## src/rtl/robertson_arbiter.sv

```systemverilog
// Round-robin front end that shares one 8-bit Robertson multiplier between N_REQ requesters.
// It sequences the multiplier bus protocol and returns the assembled 16-bit product.
module robertson_arbiter #(
    parameter int unsigned N_REQ   = 4,
    parameter int unsigned TIMEOUT = 63
) (
    input  logic                 clk,
    input  logic                 rst_n,
    input  logic [N_REQ-1:0]     req,
    input  logic [8*N_REQ-1:0]   mcand,
    input  logic [8*N_REQ-1:0]   mplier,
    output logic [N_REQ-1:0]     gnt,
    output logic [N_REQ-1:0]     rsp_valid,
    output logic [15:0]          product,
    output logic                 rsp_err,
    output logic                 busy,
    output logic                 mul_enable,
    output logic [7:0]           mul_inbus,
    input  logic                 mul_done,
    input  logic [7:0]           mul_outbus
);

    localparam int unsigned IW = (N_REQ > 1) ? $clog2(N_REQ) : 1;

    typedef enum logic [2:0] {
        StIdle, StStart, StLoadM, StLoadQ, StWait, StReadQ, StResp
    } state_e;

    state_e         state_q;
    logic [IW-1:0]  rr_q;
    logic [IW-1:0]  idx_q;
    logic [7:0]     mcand_q;
    logic [7:0]     mplier_q;
    logic [7:0]     a_q;
    logic [7:0]     cnt_q;

    logic             pick_valid;
    logic [IW-1:0]    pick_idx;
    logic [IW-1:0]    rr_next;
    logic [N_REQ-1:0] pick_oh;
    logic [N_REQ-1:0] idx_oh;
    logic [7:0]       pick_mcand;
    logic [7:0]       pick_mplier;
    int unsigned      cand;

    // First requesting index at or after the round-robin pointer, wrapping modulo N_REQ.
    always_comb begin
        pick_valid  = 1'b0;
        pick_idx    = '0;
        rr_next     = '0;
        pick_oh     = '0;
        pick_mcand  = '0;
        pick_mplier = '0;
        cand        = 0;
        for (int unsigned k = 0; k < N_REQ; k++) begin
            cand = (32'(rr_q) + k) % N_REQ;
            if (!pick_valid && req[IW'(cand)]) begin
                pick_valid           = 1'b1;
                pick_idx             = IW'(cand);
                rr_next              = IW'((cand + 1) % N_REQ);
                pick_oh[IW'(cand)]   = 1'b1;
                pick_mcand           = mcand[8*cand +: 8];
                pick_mplier          = mplier[8*cand +: 8];
            end
        end
    end

    always_comb begin
        idx_oh        = '0;
        idx_oh[idx_q] = 1'b1;
    end

    // Outputs are registered, so each one is loaded on the edge entering the state that owns it.
    always_ff @(posedge clk or negedge rst_n) begin
        if (!rst_n) begin
            state_q    <= StIdle;
            rr_q       <= '0;
            idx_q      <= '0;
            mcand_q    <= '0;
            mplier_q   <= '0;
            a_q        <= '0;
            cnt_q      <= '0;
            gnt        <= '0;
            rsp_valid  <= '0;
            product    <= '0;
            rsp_err    <= 1'b0;
            busy       <= 1'b0;
            mul_enable <= 1'b0;
            mul_inbus  <= '0;
        end else begin
            case (state_q)
                StIdle: begin
                    if (pick_valid) begin
                        mcand_q    <= pick_mcand;
                        mplier_q   <= pick_mplier;
                        idx_q      <= pick_idx;
                        rr_q       <= rr_next;
                        gnt        <= pick_oh;
                        mul_enable <= 1'b1;
                        mul_inbus  <= '0;
                        busy       <= 1'b1;
                        state_q    <= StStart;
                    end
                end
                StStart: begin
                    gnt        <= '0;
                    mul_enable <= 1'b0;
                    mul_inbus  <= mcand_q;
                    state_q    <= StLoadM;
                end
                StLoadM: begin
                    mul_inbus <= mplier_q;
                    state_q   <= StLoadQ;
                end
                StLoadQ: begin
                    cnt_q     <= '0;
                    mul_inbus <= '0;
                    state_q   <= StWait;
                end
                StWait: begin
                    if (mul_done) begin
                        a_q     <= mul_outbus;
                        state_q <= StReadQ;
                    end else if (cnt_q == 8'(TIMEOUT - 1)) begin
                        rsp_valid <= idx_oh;
                        product   <= '0;
                        rsp_err   <= 1'b1;
                        state_q   <= StResp;
                    end else begin
                        cnt_q <= cnt_q + 8'd1;
                    end
                end
                StReadQ: begin
                    rsp_valid <= idx_oh;
                    product   <= {a_q, mul_outbus};
                    rsp_err   <= 1'b0;
                    state_q   <= StResp;
                end
                StResp: begin
                    rsp_valid <= '0;
                    busy      <= 1'b0;
                    state_q   <= StIdle;
                end
                default: state_q <= StIdle;
            endcase
        end
    end

endmodule
```

## config.mk

```make
export PLATFORM = sky130hd
export DESIGN_NAME = robertson_arbiter
export DESIGN_NICKNAME = d
export VERILOG_FILES = /design/src/rtl/robertson_arbiter.sv
export SDC_FILE = /design/constraint.sdc
export NUM_CORES = 1
export LEC_CHECK = 0
export ABC_AREA = 0
export CAP_MARGIN = 20
export CORE_MARGIN = 2
export CORE_UTILIZATION = 35
export DETAILED_ROUTE_END_ITERATION = 6
export PLACE_DENSITY = 0.61
export SYNTH_ARGS = -nofsm -noshare
export SYNTH_HDL_FRONTEND = slang
export SYNTH_SLANG_ARGS = --single-unit
```

## constraint.sdc

```tcl
create_clock -name clk -period 4.7 [get_ports clk]
set_clock_uncertainty 0.1 [all_clocks]
set_input_delay 1.41 -clock clk [delete_from_list [all_inputs] [get_ports clk]]
set_output_delay 1.41 -clock clk [all_outputs]
set_load 0.005 [all_outputs]
```

==> results of run 1 <==
-- through the flow --
stage / util (%) / worst slack [ns] / hold slack (ns) / power (mW) / area (um2)
after floorplan: - / 1.00 / 0.362 / 3.55 / 5750
after global placement: 43.9 / 0.535 / 0.370 / 4.30 / 6990
after detailed placement: 43.9 / 0.457 / 0.379 / 4.38 / 6990
after CTS: 45.8 / 0.803 / 0.393 / 5.10 / 7300
after global routing: 45.8 / 0.711 / 0.405 / 5.42 / 7300
final: 45.8 / 0.804 / 0.388 / 5.05 / 7300
-- cell type report --
class	instances	area, um2	area share (%)
tap	216	270	3.70
sequential	74	1860	25.4
antenna	1	2.50	0.0343
timing repair buffer	123	1200	16.5
inverter	15	56.3	0.771
clock buffer	9	225	3.08
clock inverter	7	83.8	1.15
multi-input combinational	358	3600	49.4
-- where the power goes --
group / internal (mW) / switching [mW]
sequential: 0.903 / 0.268
clock: 0.420 / 0.284
combinational: 1.67 / 1.50
total: 2.99 / 2.06
-- cells in the final DEF (no fill, tap or decap), types with 3 or more instances in the layout --
master           Yosys  final
nand2b_1             5      5
buf_4                1     11
o21ai_2             14     14
a22o_1              18     18
and2_1               3      3
mux2i_1              6      6
nand3b_1             3      3
mux4_2              68     68
and3_1               3      3
a22oi_2              3      3
a21oi_1             13     13
nor2_1              20     20
xor2_1               3      3
clkdlybuf4s50_1      0    112
nand4_1              3      3
nand2_1             52     52
clkbuf_16            0      9
mux2_2              16     16
inv_1               15     15
or3_1                3      3
a32o_1              16     16
a221oi_1             4      4
ha_1                 8      7
dfrtp_1             74     72
a2bb2oi_1            4      4
o22ai_1              4      4
a31o_2               4      4
a222oi_1             8      8
o21ai_0             31     31
a22oi_1             13     13
-- layer usage --
| metal | vias to the layer above | track usage, % |
|---|---|---|
| li1 | 2155 | - |
| met1 | 2426 | 23.9 |
| met2 | 181 | 29.3 |
| met3 | 21 | 3.23 |
| met4 | 0 | 5.01 |
| met5 | - | 0 |
-- worst paths after layout --
check / start / end / cells after the start
max: req[0] / rr_q[1] / 5
min: a_q[1] / product[9] / 1
max reg2reg: rr_q[0] / rr_q[1] / 6
min reg2reg: a_q[1] / product[9] / 1
max in group asynchronous: rst_n / rr_q[0] / 1
min in group asynchronous: rst_n / product[15] / 1
-- kinds of logic after synthesis --
family          Yosys count  share of synthesized area, %
simple gates            110                          9.71
buf+inv                  65                          5.20
flops                    74                          32.2
compound gates          145                          19.5
mux                      90                          30.8
fa+ha+maj                 8                          1.74
xor+xnor                  5                         0.762
-- sequential cells by signal (all words and copies together), names as in the netlist --
signal,count
state_q,3
mplier_q,8
mcand_q,8
mul_enable,1
busy,1
product,16
rr_q,2
idx_q,2
cnt_q,8
rsp_valid,4
gnt,4
mul_inbus,8
a_q,8
rsp_err,1
==> impl_metrics.ini, run 1 <==
[worst_setup_path]
cpMaxStageDelayCell = or4_1
critical_path_buf_inv_count = 1
path_max_fanout = 24
endpoint_kind = flip-flop
arrival_ns = 4.01
critical_path_class = input port to flip-flop
cp_top_family = simple AND/OR/NAND/NOR gates
crit_chain = clkdlybuf4s50_1 > mux4_2 > or4_1 > nand2_8 > mux2_2
critPathLaunchType = input port
crit_required_ns = 4.82
reg2reg_setup_slack_ns = 0.98
slowest_delay_ns = 0.77

[detailed_routing]
final_antenna_net_count = 0
first_pass_iters = 5
route.detailed.drc = 0
via_per_inst = 5.96
vias = 4783
met3_length_um = 883
drt_iter0_drc = 311
wl_met2_um = 7510
wire_per_inst_um = 19.0
top_layer_used = met4
wl_um = 15200
wl_met1_um = 6590

[timing]
drv_slew = 0
finalSetupTns_ns = 0
grt_setup_unrepaired = no
fin_crit_ns = 3.90
period_share_pct = 82.9
setup_viol = 0
fmax_ghz = 0.257
tightestPinTransition_ns = 1.03
hold_viol_final = 0
slew_headroom_pct = 31.3

[yosys]
syn_area_per_cell_um2 = 11.6
synth_fp_nets = 584
synth-edff-count = 0
synth_cell_types = 59
yosysMostFrequentCell = dfrtp_1
synth_area_leaders = dfrtp_1, mux4_2, nand2_1
ys_warn_count = 0
netlist_area_um2 = 5750
ys.flop_type = dfrtp_1
synth-seq-cells = 74
synth_common_cells = dfrtp_1, mux4_2, nand2_1, o21ai_0, clkbuf_1
synth-seq-area-share_pct = 32.2
synth_top_area_share_pct = 32.2
async_flop_share_pct = 100
synth.largest_area_cell = dfrtp_1
syn_inst = 497

[floorplanning]
boundaryPins = 114
die_y_um = 132
start_util_pct = 36.1
dieArea_um2 = 17500
coreArea_um2 = 15900
num_rows = 46
fp.dieW_um = 132

[job]
timing.max_cap.violations = 0

[global_routing]
grt_first_pass_wirelength_um = 25400
grt_pass1_vias = 4851
grt_max_degree = 75
grt_use_total_pct = 17.7
grt-ovfl-total = 0
antenna_found_initial = 1

[clocking]
cts_resized = 0
numCtsBuffers = 9
cts_root_buf = clkbuf_16
cts_tree = done
htree_levels = 3
path_clk_slew_ns = 0.06
clk_latency_ns = 0.33
numClockSinks = 74
cts_buffer_depth = 2
hold_buffers = 0
cts_setup_buffers = 0

[min_path]
hold_class = flip-flop to flip-flop

[placed_design]
dp_hpwl_um = 10900
portBuffers = 113
finalWeightedCongestion = 0.832
place_inst = 786

[pwr]
powerDensity_nw_per_um2 = 691
ir_worst_vdd_mv = 0.413
p_leak_nw = 2.83

[cells_and_area]
drive_gt1_share_pct = 24.4
nets = 668
nFillCells = 1459
synthToLayoutAreaGrowth_pct = 27.1
final_cells = 803

[outcome]
status = completed
Power figures use the tool's default switching activity.
==> run 2, diff against run 1 <==
- PLACE_DENSITY: 0.61 -> 0.63
- clock period: 4.7 -> 3.4 ns (I/O delays scaled with it)
==> run 2 against run 1 <==
Compared with the run above:
- worst setup slack got worse by 0.47 ns
- utilization rose by 0.71 points
- highest routed layer unchanged
- die area did not move
- sequential share of layout area fell by 0.41 points
- hold slack got worse by 0.0032 ns
- non-clock buffer count rose by 11
- register-to-register slack got worse by 0.57 ns
- cell count rose by 1.2%
==> impl_metrics.ini, run 2 (synthesized netlist as in run 1, its figures left out) <==
[detailed_routing]
via_per_inst = 5.98
drt_iter0_drc = 347
vias = 4862
route.detailed.drc = 0
final_antenna_net_count = 0
first_pass_iters = 7
wire_per_inst_um = 19.2
wl_um = 15600

[clocking]
cts_setup_buffers = 0
path_clk_slew_ns = 0.06
hold_buffers = 0
cts_buffer_depth = 2
htree_levels = 3
numClockSinks = 74
clk_latency_ns = 0.33
numCtsBuffers = 9
cts_root_buf = clkbuf_16
cts_resized = 0
cts_tree = done

[global_routing]
grt_first_pass_wirelength_um = 26400
grt-ovfl-total = 0
grt_use_total_pct = 18.5
antenna_found_initial = 0
grt_pass1_vias = 4972
grt_max_degree = 75

[min_path]
min_from = busy
hold_class = flip-flop to flip-flop

[worst_setup_path]
crit_required_ns = 3.54
critical_path_class = input port to flip-flop
critPathLaunchType = input port
r2r_start = rr_q[0]
arrival_ns = 3.20
endpoint_kind = flip-flop
crit_start = req[2]
path_max_fanout = 23

[timing]
grt_setup_unrepaired = no
worst_slack_ns = 0.336
slew_headroom_pct = 37.1
period_share_pct = 90.1
fmax_ghz = 0.326
setup_viol = 0
tightestPinTransition_ns = 0.941
drv_slew = 0
timing.hold.ws_ns = 0.384
finalSetupTns_ns = 0
fin_crit_ns = 3.06
hold_viol_final = 0

[placed_design]
finalWeightedCongestion = 0.786
dp_hpwl_um = 11100
dp_slack_ns = -0.00849
portBuffers = 113

[pwr]
powerDensity_nw_per_um2 = 966
p_leak_nw = 2.90
ir_worst_vdd_mv = 0.450

[floorplanning]
start_util_pct = 36.1
boundaryPins = 114
num_rows = 46
dieArea_um2 = 17500
fp.dieW_um = 132
die_y_um = 132
coreArea_um2 = 15900

[cells_and_area]
mostFrequentLayoutCells = clkdlybuf4s50_1, dfrtp_1, mux4_2, nand2_1, o21ai_0
layout.cells.most_common = clkdlybuf4s50_1
largest_reg_flops = 16
nFillCells = 1445
multi_input_area_um2 = 3600
num_antenna_cells = 0
synthToLayoutAreaGrowth_pct = 29.0
drive_gt1_share_pct = 25.5
largest_register = product
finalCoreUtilization_pct = 46.5
nets = 679
ff_latch_area_um2 = 1860

[outcome]
status = completed

[job]
timing.max_cap.violations = 0
[run 2: changes by cell type in the layout (fill, tap and decap cells not counted), sizes merged]
cell,before,now
diode,1,0
buf,11,22
bufinv,1,2
inv,18,16
clkbuf,9,10
[run 2: routing by layer]
metal | share of wire, % | vias to the layer above | GRT usage [%]
met5 | 0 | - | 0
met4 | 1.3 | 0 | 5.50
met3 | 6.4 | 20 | 3.15
met2 | 49 | 220 | 29.6
met1 | 43 | 2447 | 25.7
li1 | - | 2175 | -
[run 2: area by class of cell]
cell class	count	area share [%]
Tap cell	216	3.64
Timing Repair Buffer	134	17.7
Clock inverter	6	1.21
Multi-Input combinational cell	358	48.6
Clock buffer	10	3.09
Sequential cell	74	25.0
Inverter	15	0.759
[run 2: metrics by stage]
stage	area (um2)	instances	power (mW)
finish	7420	813	7.16
global route	7420	813	7.72
CTS	7420	813	7.22
detailed placement	7100	797	6.18
global placement	7100	797	6.01
floorplan	5750	497	4.92
[run 2: path summary, 6_finish.rpt]
check / end / slack, ns / depth (start not counted)
worst max-delay path: mplier_q[0] / 0.34 / 8
worst min-delay path: busy / 0.38 / 2
worst max register to register: mplier_q[0] / 0.41 / 9
worst min register to register: busy / 0.38 / 2
max in group asynchronous: rr_q[0] / 1.78 / 1
min in group asynchronous: product[3] / 0.74 / 1
[run 2: worst max-delay path: stages]
cell             delay (ns)
clkdlybuf4s50_1        0.48
mux4_2                 0.51
or4_1                  0.54
buf_4                  0.20
nand2_8                0.08
buf_12                 0.17
a22oi_1                0.09
o21ai_0                0.10
[run 2: power by group]
part           leakage (nW)  internal (mW)  switching, mW
Clock                 0.153          0.645          0.378
Combinational          1.81           2.39           2.21
Sequential            0.936           1.25          0.297
==> run 3, diff against run 2 <==
- ABC_CLOCK_PERIOD_IN_PS: unset -> 3400
==> results of run 3 <==
Same layout as run 2: the final DEF is identical, and so are final timing and power.
